## config.mk

```make
export PLATFORM = sky130hd
export DESIGN_NAME = vga_capture_rx_flat
export DESIGN_NICKNAME = d
export VERILOG_FILES = /design/src/rtl/vga_capture_rx_pkg.sv /design/src/rtl/vga_capture_rx_if.sv /design/src/rtl/vga_capture_rx_sync_edge.sv /design/src/rtl/vga_capture_rx.sv /design/src/flat_wrapper.sv
export SDC_FILE = /design/constraint.sdc
export NUM_CORES = 1
export LEC_CHECK = 0
export CORE_ASPECT_RATIO = 1.5
export CORE_MARGIN = 2
export CORE_UTILIZATION = 25
export CTS_BUF_LIST = sky130_fd_sc_hd__clkbuf_8 sky130_fd_sc_hd__clkbuf_16
export DETAILED_ROUTE_END_ITERATION = 8
export SETUP_SLACK_MARGIN = 0.05
export SYNTH_ARGS = -nofsm -noshare
export SYNTH_HDL_FRONTEND = slang
export SYNTH_SLANG_ARGS = --single-unit
```

## constraint.sdc

```tcl
create_clock -name clk -period 2.1 [get_ports clk]
set_input_delay 0.42 -clock clk [delete_from_list [all_inputs] [get_ports clk]]
set_output_delay 0.42 -clock clk [all_outputs]
set_load 0.05 [all_outputs]
```

## src/rtl/vga_capture_rx_pkg.sv

```systemverilog
// Shared types and constants for the VGA capture receiver: FSM states,
// default window timing and the BT.601-style luma weights.
package vga_capture_rx_pkg;

  typedef enum logic [1:0] {
    ST_WAIT_VS = 2'd0,
    ST_V_BLANK = 2'd1,
    ST_ACTIVE  = 2'd2,
    ST_DONE    = 2'd3
  } cap_state_e;

  localparam int DEF_COLS  = 512;
  localparam int DEF_ROWS  = 512;
  localparam int DEF_H_BP  = 88;
  localparam int DEF_V_BP  = 23;
  localparam int DEF_CNT_W = 11;

  localparam logic [15:0] LUMA_R = 16'd77;
  localparam logic [15:0] LUMA_G = 16'd150;
  localparam logic [15:0] LUMA_B = 16'd29;

  // Weights sum to 256, so a grey input maps back to itself.
  function automatic logic [7:0] luma8(input logic [7:0] r, input logic [7:0] g,
                                       input logic [7:0] b);
    logic [15:0] acc;
    acc = LUMA_R * {8'd0, r} + LUMA_G * {8'd0, g} + LUMA_B * {8'd0, b};
    return acc[15:8];
  endfunction

endpackage

```

## src/rtl/vga_capture_rx_if.sv

```systemverilog
// VGA video input and captured pixel stream of the capture receiver.
// master = VGA source side, slave = capture receiver.
interface vga_capture_rx_if;
  logic [7:0] R;
  logic [7:0] G;
  logic [7:0] B;
  logic       HS;
  logic       VS;
  logic [7:0] out_pixel;
  logic       out_pixel_valid;
  logic       out_sof;
  logic       out_eol;
  logic       frame_done;
  logic       frame_err;

  modport master (
    output R, G, B, HS, VS,
    input  out_pixel, out_pixel_valid, out_sof, out_eol, frame_done, frame_err
  );

  modport slave (
    input  R, G, B, HS, VS,
    output out_pixel, out_pixel_valid, out_sof, out_eol, frame_done, frame_err
  );
endinterface

```

## src/rtl/vga_capture_rx_sync_edge.sv

```systemverilog
// Two-stage HS/VS register with rising-edge pulses (previous 0, current 1).
// Both stages reset to 1 so no edge is seen until a sync actually goes low.
module vga_capture_rx_sync_edge (
  input  logic clk,
  input  logic rst_n,
  input  logic hs,
  input  logic vs,
  output logic hs_rise,
  output logic vs_rise
);

  logic hs1_r, hs2_r, vs1_r, vs2_r;

  // sync stage 1 and stage 2 registers
  always_ff @(posedge clk or negedge rst_n) begin
    if (!rst_n) begin
      hs1_r <= 1'b1;
      hs2_r <= 1'b1;
      vs1_r <= 1'b1;
      vs2_r <= 1'b1;
    end else begin
      hs1_r <= hs;
      hs2_r <= hs1_r;
      vs1_r <= vs;
      vs2_r <= vs1_r;
    end
  end

  assign hs_rise = hs1_r & ~hs2_r;
  assign vs_rise = vs1_r & ~vs2_r;

endmodule

```

## src/rtl/vga_capture_rx.sv

```systemverilog
// VGA capture receiver: recovers position from sync edges, extracts the
// COLS x ROWS window and emits it as a raster byte stream.
// Optional luma conversion: define VGA_CAPTURE_LUMA_EN.
module vga_capture_rx
  import vga_capture_rx_pkg::*;
#(
  parameter int COLS  = DEF_COLS,
  parameter int ROWS  = DEF_ROWS,
  parameter int H_BP  = DEF_H_BP,
  parameter int V_BP  = DEF_V_BP,
  parameter int CNT_W = DEF_CNT_W
) (
  input  logic             clk,
  input  logic             rst_n,
  vga_capture_rx_if.slave  bus
);

  localparam logic [CNT_W-1:0] WIN_LO   = CNT_W'(H_BP);
  localparam logic [CNT_W-1:0] WIN_LAST = CNT_W'(H_BP + COLS - 1);
  localparam logic [CNT_W-1:0] ROW_LAST = CNT_W'(ROWS - 1);
  localparam logic [CNT_W-1:0] VBP_M1   = (V_BP == 0) ? '0 : CNT_W'(V_BP - 1);
  localparam logic [CNT_W-1:0] CNT_MAX  = '1;
  localparam cap_state_e       FIRST_ST = (V_BP == 0) ? ST_ACTIVE : ST_V_BLANK;

  logic             hs_rise, vs_rise;
  logic [7:0]       r1_r, r2_r;
  logic [CNT_W-1:0] h_cnt_r, v_cnt_r, row_r, row_s;
  logic             line_open_r, line_open_s;
  cap_state_e       state_r, state_s;
  logic             take_s, sof_s, eol_s, done_s, err_s, in_win_s, last_col_s;
  logic [7:0]       pix_s;
  logic [7:0]       pix_a_r;
  logic             valid_a_r, sof_a_r, eol_a_r, done_a_r, err_a_r;

  vga_capture_rx_sync_edge u_sync (
    .clk     (clk),
    .rst_n   (rst_n),
    .hs      (bus.HS),
    .vs      (bus.VS),
    .hs_rise (hs_rise),
    .vs_rise (vs_rise)
  );

  // colour pipeline: stage 2 lines up with h_cnt
  always_ff @(posedge clk or negedge rst_n) begin
    if (!rst_n) begin
      r1_r <= 8'd0;
      r2_r <= 8'd0;
    end else begin
      r1_r <= bus.R;
      r2_r <= r1_r;
    end
  end

`ifdef VGA_CAPTURE_LUMA_EN
  logic [7:0] g1_r, g2_r, b1_r, b2_r;

  // green/blue pipeline for luma
  always_ff @(posedge clk or negedge rst_n) begin
    if (!rst_n) begin
      g1_r <= 8'd0;
      g2_r <= 8'd0;
      b1_r <= 8'd0;
      b2_r <= 8'd0;
    end else begin
      g1_r <= bus.G;
      g2_r <= g1_r;
      b1_r <= bus.B;
      b2_r <= b1_r;
    end
  end
`endif

  // position counters; a VS edge wins over a coincident HS edge for v_cnt
  always_ff @(posedge clk or negedge rst_n) begin
    if (!rst_n) begin
      h_cnt_r <= '0;
      v_cnt_r <= '0;
    end else begin
      if (hs_rise) begin
        h_cnt_r <= '0;
      end else if (h_cnt_r != CNT_MAX) begin
        h_cnt_r <= h_cnt_r + CNT_W'(1);
      end
      if (vs_rise) begin
        v_cnt_r <= '0;
      end else if (hs_rise && (v_cnt_r != CNT_MAX)) begin
        v_cnt_r <= v_cnt_r + CNT_W'(1);
      end
    end
  end

  // FSM state and line tracking registers
  always_ff @(posedge clk or negedge rst_n) begin
    if (!rst_n) begin
      state_r     <= ST_WAIT_VS;
      row_r       <= '0;
      line_open_r <= 1'b0;
    end else begin
      state_r     <= state_s;
      row_r       <= row_s;
      line_open_r <= line_open_s;
    end
  end

  assign in_win_s   = (h_cnt_r >= WIN_LO) && (h_cnt_r <= WIN_LAST);
  assign last_col_s = (h_cnt_r == WIN_LAST);

  // next state, pixel take and marker decode
  always_comb begin
    state_s     = state_r;
    row_s       = row_r;
    line_open_s = line_open_r;
    take_s      = 1'b0;
    sof_s       = 1'b0;
    eol_s       = 1'b0;
    done_s      = 1'b0;
    err_s       = 1'b0;
    case (state_r)
      ST_WAIT_VS, ST_DONE: begin
        if (vs_rise) begin
          state_s     = FIRST_ST;
          row_s       = '0;
          line_open_s = 1'b0;
        end else begin
          state_s = state_r;
        end
      end
      ST_V_BLANK: begin
        if (vs_rise) begin
          state_s     = FIRST_ST;
          row_s       = '0;
          line_open_s = 1'b0;
        end else if (hs_rise && (V_BP != 0) && (v_cnt_r == VBP_M1)) begin
          state_s     = ST_ACTIVE;
          row_s       = '0;
          line_open_s = 1'b1;
        end else begin
          state_s = ST_V_BLANK;
        end
      end
      ST_ACTIVE: begin
        if (vs_rise) begin
          err_s       = 1'b1;
          state_s     = FIRST_ST;
          row_s       = '0;
          line_open_s = 1'b0;
        end else if (hs_rise) begin
          // a line still open here never delivered its last pixel
          err_s       = line_open_r;
          line_open_s = 1'b1;
        end else if (line_open_r && in_win_s) begin
          take_s = 1'b1;
          sof_s  = (row_r == '0) && (h_cnt_r == WIN_LO);
          if (last_col_s) begin
            eol_s       = 1'b1;
            line_open_s = 1'b0;
            row_s       = row_r + CNT_W'(1);
            if (row_r == ROW_LAST) begin
              done_s  = 1'b1;
              state_s = ST_DONE;
            end else begin
              state_s = ST_ACTIVE;
            end
          end else begin
            line_open_s = 1'b1;
          end
        end else begin
          state_s = ST_ACTIVE;
        end
      end
      default: begin
        state_s     = ST_WAIT_VS;
        row_s       = '0;
        line_open_s = 1'b0;
      end
    endcase
  end

`ifdef VGA_CAPTURE_LUMA_EN
  assign pix_s = take_s ? luma8(r2_r, g2_r, b2_r) : 8'd0;
`else
  assign pix_s = take_s ? r2_r : 8'd0;
`endif

  // first output register stage
  always_ff @(posedge clk or negedge rst_n) begin
    if (!rst_n) begin
      pix_a_r   <= 8'd0;
      valid_a_r <= 1'b0;
      sof_a_r   <= 1'b0;
      eol_a_r   <= 1'b0;
      done_a_r  <= 1'b0;
      err_a_r   <= 1'b0;
    end else begin
      pix_a_r   <= pix_s;
      valid_a_r <= take_s;
      sof_a_r   <= sof_s;
      eol_a_r   <= eol_s;
      done_a_r  <= done_s;
      err_a_r   <= err_s;
    end
  end

`ifdef VGA_CAPTURE_LUMA_EN
  logic [7:0] pix_b_r;
  logic       valid_b_r, sof_b_r, eol_b_r, done_b_r, err_b_r;

  // extra stage keeps all markers aligned with the luma pixel
  always_ff @(posedge clk or negedge rst_n) begin
    if (!rst_n) begin
      pix_b_r   <= 8'd0;
      valid_b_r <= 1'b0;
      sof_b_r   <= 1'b0;
      eol_b_r   <= 1'b0;
      done_b_r  <= 1'b0;
      err_b_r   <= 1'b0;
    end else begin
      pix_b_r   <= pix_a_r;
      valid_b_r <= valid_a_r;
      sof_b_r   <= sof_a_r;
      eol_b_r   <= eol_a_r;
      done_b_r  <= done_a_r;
      err_b_r   <= err_a_r;
    end
  end

  assign bus.out_pixel       = pix_b_r;
  assign bus.out_pixel_valid = valid_b_r;
  assign bus.out_sof         = sof_b_r;
  assign bus.out_eol         = eol_b_r;
  assign bus.frame_done      = done_b_r;
  assign bus.frame_err       = err_b_r;
`else
  assign bus.out_pixel       = pix_a_r;
  assign bus.out_pixel_valid = valid_a_r;
  assign bus.out_sof         = sof_a_r;
  assign bus.out_eol         = eol_a_r;
  assign bus.frame_done      = done_a_r;
  assign bus.frame_err       = err_a_r;
`endif

endmodule

```

## src/flat_wrapper.sv

```systemverilog
// flat-port wrapper written by rule: the top's interface ports become plain ports
module vga_capture_rx_flat import vga_capture_rx_pkg::*;
#(
  parameter int COLS  = DEF_COLS,
  parameter int ROWS  = DEF_ROWS,
  parameter int H_BP  = DEF_H_BP,
  parameter int V_BP  = DEF_V_BP,
  parameter int CNT_W = DEF_CNT_W
)
  (clk, rst_n, bus_R, bus_G, bus_B, bus_HS, bus_VS, bus_out_pixel, bus_out_pixel_valid, bus_out_sof, bus_out_eol, bus_frame_done, bus_frame_err);
  vga_capture_rx_if bus_i ();
  input  logic clk;
  input  logic rst_n;
  input wire logic [$bits(bus_i.R)-1:0] bus_R;
  input wire logic [$bits(bus_i.G)-1:0] bus_G;
  input wire logic [$bits(bus_i.B)-1:0] bus_B;
  input wire logic [$bits(bus_i.HS)-1:0] bus_HS;
  input wire logic [$bits(bus_i.VS)-1:0] bus_VS;
  output wire logic [$bits(bus_i.out_pixel)-1:0] bus_out_pixel;
  output wire logic [$bits(bus_i.out_pixel_valid)-1:0] bus_out_pixel_valid;
  output wire logic [$bits(bus_i.out_sof)-1:0] bus_out_sof;
  output wire logic [$bits(bus_i.out_eol)-1:0] bus_out_eol;
  output wire logic [$bits(bus_i.frame_done)-1:0] bus_frame_done;
  output wire logic [$bits(bus_i.frame_err)-1:0] bus_frame_err;
  assign bus_i.R = bus_R;
  assign bus_i.G = bus_G;
  assign bus_i.B = bus_B;
  assign bus_i.HS = bus_HS;
  assign bus_i.VS = bus_VS;
  assign bus_out_pixel = bus_i.out_pixel;
  assign bus_out_pixel_valid = bus_i.out_pixel_valid;
  assign bus_out_sof = bus_i.out_sof;
  assign bus_out_eol = bus_i.out_eol;
  assign bus_frame_done = bus_i.frame_done;
  assign bus_frame_err = bus_i.frame_err;
  vga_capture_rx #(.COLS(COLS), .ROWS(ROWS), .H_BP(H_BP), .V_BP(V_BP), .CNT_W(CNT_W)) u_core (.clk(clk), .rst_n(rst_n), .bus(bus_i));
endmodule
```

==> results.toml, run 1 <==
[status]
status = "finished clean"

[timing]
relSlewSlack = 0.655
hold_viol = 0
setup_violations = 0
skew_ps = 6.24
drv_slew = 0
max_clock_freq_mhz = 498
tightest_slew_ps = 516
rsz0062_at_grt = "true"
final.min_clock_period_ps = 2010
period_share = 0.956

[die]
fp-row-count = 50
dieWidth_um = 95.2
die_h_um = 141
coreArea_sq_um = 12300
die-area_sq_um = 13400
ios = 41
initial_core_util = 0.253

[synthesis]
synth_fp_nets = 322
post_synth_num_cell_types = 49
ys_seq_area_frac = 0.555
synth_async_sr_flop_share = 1.00
synth.top_cells.by_area = "dfrtp_1 (52%), xor2_1 (4.8%), nor2_1 (4.3%)"
syn_avg_cell_area_sq_um = 10.9
yosysMostFrequentCell = "dfrtp_1"
yosysWarningCount = 0
synth_edf_count = 0
syn-cell-area_sq_um = 3120
synth.top_cells.by_count = "dfrtp_1 (65), nor2_1 (36), nand2_1 (22)"
ys.flop_type = "dfrtp_1"
ys_seq_elements = 69
netlist.area_leader.share = 0.522
yosys.area.top_type = "dfrtp_1"
synth_cells = 286

[clock_tree]
insertion_delay_ps = 330
h-tree-depth = 3
cts.sinks = 69
cts.clk_slew.worst_paths_ps = 60
clockBufferDepth = 2
tritoncts = "done"
root_buffer = "clkbuf_16"
cts-buffers-inserted = 9
hold_buffers = 0

[critical_path]
r2r_slack_ps = 90
required_ps = 2320
crit_type = "reg2reg"
arrival_ps = 2230
end_kind = "flop"
worst-path-max-fanout = 5
crit_path_frequent_cell = "a221o_1"
slowest_delay_ps = 420
slowest_stage = "dfrtp_1"
startpoint_type = "flop"
cp_cell_sequence = "or2_1 > a221o_1 > o21ai_1 > nand2_1 > a221o_1 > a32o_1"

[layout]
n_fill_cell = 1231
design_area_sq_um = 3960
post-route-util = 0.321
fin_cells = 491
n_antenna_cell = 0
layout.nets = 366
drive_gt1_frac = 0.179
areaGrowthSynthToFinish_pct = 26.9

[global_routing]
grt-busiest-layer = "met2"
met1_usage = 0.117
grt_pass1_vias = 2294
grt_pass1_wl_mm = 10.6
gr-total-overflow = 0
grt_max_degree = 53
grt_util_met3 = 0.0337
use_met2 = 0.171
antenna_found_initial = 0
grt_usage = 0.101

[place]
place_congestion = 0.802
placed_cells = 474
placed_area_sq_um = 3620
port_buffers = 24
hpwlAfterDp_mm = 4.42

[detailed_routing]
vias = 2243
via_per_inst = 4.57
postRouteAntennaNets = 0
drt-initial-drc-count = 103
drtPass1Iterations = 4
remaining_drc_errors = 0
wl_per_cell_um = 12.7
drt_wl_total_mm = 6.23

[run]
cap_viol_max_count = 0

[power_and_ir_drop]
leakagePower_nw = 1.71
ir_drop_mv = 0.415
p_per_area_nw_per_um2 = 802
finalPower_mw = 3.17

[min_path]
worstHoldPathType = "in2async"
==> power by group <==
part	total [mW]	switching (mW)	internal [mW]
Sequential	1.46	0.0611	1.40
Combinational	0.286	0.153	0.133
Clock	1.43	0.615	0.817
==> layer usage <==
layer	share of wire	wire, um	vias to the layer above
met2	0.52	3230	48
met1	0.42	2640	1103
li1	-	-	1077
met4	0.018	113	0
met3	0.040	247	15
met5	0	0	-
==> area by class of cell <==
cell class | instances | area (sq um) | area share
sequential | 69 | 1730 | 0.438
inverter | 9 | 33.8 | 0.00854
timing repair buffer | 40 | 372 | 0.0939
clock inverter | 7 | 57.6 | 0.0145
multi-input combinational | 201 | 1340 | 0.339
tap | 156 | 195 | 0.0493
clock buffer | 9 | 225 | 0.0569
==> placed cells by master, fill, tap and decap left out, types with 4 or more instances in the layout <==
| cell type | netlist | final |
|---|---|---|
| nor3_1 | 7 | 7 |
| ha_1 | 8 | 7 |
| buf_4 | 0 | 14 |
| and2_1 | 10 | 10 |
| and4_1 | 4 | 4 |
| inv_1 | 9 | 8 |
| xnor2_1 | 4 | 4 |
| nand2_1 | 22 | 22 |
| xor2_1 | 17 | 16 |
| clkdlybuf4s50_1 | 0 | 23 |
| nand4_1 | 10 | 10 |
| dfstp_2 | 4 | 4 |
| and2_2 | 4 | 4 |
| dfrtp_1 | 65 | 65 |
| clkbuf_16 | 0 | 9 |
| nand3_1 | 14 | 14 |
| o21ai_0 | 9 | 8 |
| a21oi_1 | 13 | 12 |
| and3_1 | 5 | 5 |
| nor2_1 | 36 | 35 |
==> critical path, delay by kind of cell, from the launching register on <==
family	cells	cell delay (ps)
AO/OA/AOI/OAI	4	1070
flip-flops	1	420
AND/OR/NAND/NOR	2	400
==> logic make-up after synthesis <==
| logic type | share of synthesized area |
|---|---|
| simple gates | 0.242 |
| flops | 0.555 |
| compound gates | 0.0799 |
| xor+xnor | 0.0590 |
| buf+inv | 0.0277 |
| fa+ha+maj | 0.0321 |
| mux | 0.00361 |
==> state kept, by name, indices dropped and copies added, names as in the netlist <==
signal	cells
u_core.bus.out_pixel	8
u_core.h_cnt_r	11
u_core.bus.out_eol	1
u_core.r2_r	8
u_core.line_open_r	1
u_core.state_r	2
u_core.u_sync.vs1_r	1
u_core.u_sync.vs2_r	1
u_core.bus.frame_err	1
u_core.bus.out_sof	1
u_core.r1_r	8
u_core.v_cnt_r	11
u_core.row_r	11
u_core.bus.out_pixel_valid	1
u_core.u_sync.hs1_r	1
u_core.bus.frame_done	1
u_core.u_sync.hs2_r	1
==> final timing paths <==
check | start | endpoint | depth (start not counted)
min | rst_n | u_core.row_r[6] | 1
max in group asynchronous | rst_n | u_core.u_sync.hs1_r | 2
max | u_core.h_cnt_r[8] | u_core.line_open_r | 6
max reg2reg | u_core.h_cnt_r[8] | u_core.line_open_r | 6
min in group clk | u_core.r1_r[7] | u_core.r2_r[7] | 0
min reg2reg | u_core.r1_r[7] | u_core.r2_r[7] | 0
==> through the flow <==
step                setup TNS (ps)  hold WS [ps]  setup slack, ps
finish                           0          16.9             92.5
global route                     0          52.8             28.5
CTS                              0          27.9             76.5
detailed placement           -1.22           335            -1.22
global placement                 0           333             17.3
floorplan                        0           124              178
==> what timing repair did <==
action                                  CTS  global route
setup buffers                             1             0
pin swaps                                 2             5
gates resized for setup                   3             7
endpoints found under the setup margin   13             9
(Power assumes the default switching activity.)
==> run 2, diff against run 1 <==
--- a/config.mk
+++ b/config.mk
@@ -10,6 +10,7 @@
 export CORE_UTILIZATION = 25
 export CTS_BUF_LIST = sky130_fd_sc_hd__clkbuf_8 sky130_fd_sc_hd__clkbuf_16
 export DETAILED_ROUTE_END_ITERATION = 8
+export GPL_ROUTABILITY_DRIVEN = 0
 export SETUP_SLACK_MARGIN = 0.05
 export SYNTH_ARGS = -nofsm -noshare
 export SYNTH_HDL_FRONTEND = slang
==> results of run 2 <==
Final layout, timing and power as in run 1 (identical DEF).
==> run 3, diff against run 2 <==
--- a/config.mk
+++ b/config.mk
@@ -8,9 +8,11 @@
 export CORE_ASPECT_RATIO = 1.5
 export CORE_MARGIN = 2
 export CORE_UTILIZATION = 25
-export CTS_BUF_LIST = sky130_fd_sc_hd__clkbuf_8 sky130_fd_sc_hd__clkbuf_16
+export CTS_BUF_LIST = sky130_fd_sc_hd__clkbuf_2 sky130_fd_sc_hd__clkbuf_4 sky130_fd_sc_hd__clkbuf_8
+export CTS_CLUSTER_DIAMETER = 80
 export DETAILED_ROUTE_END_ITERATION = 8
 export GPL_ROUTABILITY_DRIVEN = 0
+export PLACE_DENSITY = 0.52
 export SETUP_SLACK_MARGIN = 0.05
 export SYNTH_ARGS = -nofsm -noshare
 export SYNTH_HDL_FRONTEND = slang
==> run 3 against run 2 <==
- power down 14%
- first-iteration DRC count up 15%
- routed wire length up 1.7%
- cell count up 0.41%
- combinational power down 6%
- largest cell class unchanged
==> results.toml, run 3 (synthesis gave the netlist of run 1 again) <==
[status]
status = "finished clean"

[power_and_ir_drop]
sw_frac_of_total = 0.270
finalPower_mw = 2.73
power_frac_clock = 0.366
leakagePower_nw = 1.67
ir_drop_mv = 0.404
seqPwrFrac = 0.535
power.internal_mw = 1.99
combinationalPowerShare = 0.099
p_per_area_nw_per_um2 = 708
p_switching_mw = 0.737

[timing]
rsz0062_at_grt = "true"
relSlewSlack = 0.654
skew_ps = 3.04
drv_slew = 0
setup_violations = 0
final.min_clock_period_ps = 1970
holdWs_ps = 82.0
max_clock_freq_mhz = 508
setup_slack_ps = 131
period_share = 0.938
setup_tns_ps = 0
tightest_slew_ps = 517
hold_viol = 0

[place]
placed_area_sq_um = 3630
place_ws_ps = -13.9
port_buffers = 24
placed_cells = 475
hpwlAfterDp_mm = 4.44

[critical_path]
worst-path-max-fanout = 7
slowest_stage = "dfrtp_1"
cp_top_family = "simple AND/OR/NAND/NOR gates"
slowest_delay_ps = 430
cp_cell_sequence = "nor4_2 > nand4_1 > buf_4 > a221oi_4 > nand4_2 > xor2_1 > nor2_2"
startpoint_type = "flop"
arrival_ps = 2210
required_ps = 2340
critPathBufInv = 1
crit_type = "reg2reg"
end_kind = "flop"

[die]
coreArea_sq_um = 12300
die_h_um = 141
dieWidth_um = 95.2
initial_core_util = 0.253
die-area_sq_um = 13400
fp-row-count = 50
ios = 41

[global_routing]
grt_pass1_vias = 2334
antenna_found_initial = 0
gr-total-overflow = 0
grt_pass1_wl_mm = 11.1
grt_usage = 0.106
grt_max_degree = 70

[layout]
layout_common_cells = "dfrtp_1 (62), nor2_1 (36), clkdlybuf4s50_1 (23)"
layout.nets = 368
fin_cells = 493
design_area_sq_um = 3850
drive_gt1_frac = 0.181
areaGrowthSynthToFinish_pct = 23.4
post-route-util = 0.312
n_antenna_cell = 0
reg_top3 = "u_core.h_cnt_r x11, u_core.row_r x11, u_core.v_cnt_r x11"
final_common_cell = "dfrtp_1"

[detailed_routing]
drt-initial-drc-count = 118
drt_wl_total_mm = 6.34
via_per_inst = 4.58
postRouteAntennaNets = 0
vias = 2256
drtPass1Iterations = 4
remaining_drc_errors = 0
wl_per_cell_um = 12.9

[clock_tree]
root_buffer = "clkbuf_8"
hold_buffers = 0
h-tree-depth = 3
clockBufferDepth = 2
cts.clk_slew.worst_paths_ps = 80
tritoncts = "done"
insertion_delay_ps = 340
cts.sinks = 69
cts-buffers-inserted = 9

[min_path]
worstHoldPathType = "in2async"

[run]
cap_viol_max_count = 0
run 3: layout make-up:
cell class / instances / area (sq um)
Clock buffer: 10 / 138
Clock inverter: 6 / 47.5
Fill cell: 1267 / 8480
Inverter: 9 / 33.8
Multi-Input combinational cell: 201 / 1320
Sequential cell: 69 / 1740
Tap cell: 156 / 195
Timing Repair Buffer: 42 / 383
run 3: path summary, 6_finish.rpt:
path	end	startpoint	depth (start not counted)	slack, ps
max	u_core.row_r[6]	u_core.v_cnt_r[6]	7	130
min	u_core.h_cnt_r[6]	rst_n	2	80
max reg2reg	u_core.row_r[6]	u_core.v_cnt_r[6]	7	130
min reg2reg	u_core.r2_r[2]	u_core.r1_r[2]	0	350
max in group asynchronous	u_core.u_sync.hs2_r	rst_n	2	1680
min in group clk	u_core.r2_r[2]	u_core.r1_r[2]	0	350
run 3: what timing repair did:
item / in CTS / in global routing
pin swaps: 2 / 3
buffers inserted: 1 / 1
resized for setup: 1 / 6
setup endpoints to repair: 11 / 22
run 3: power by group through the flow:
stage	sequential (mW)	clock [mW]	combinational, mW
detailed placement	1.48	0	0.269
finish	1.46	0.997	0.270
floorplan	1.46	0	0.185
global placement	1.48	0	0.264
CTS	1.46	1.04	0.273
global route	1.47	1.09	0.309
run 3: routing by layer:
metal	global-route usage	wire length, um	up-vias
li1	-	-	1087
met1	0.119	2590	1123
met2	0.181	3350	33
met3	0.0310	227	13
met4	0.0473	171	0
met5	0	0	-
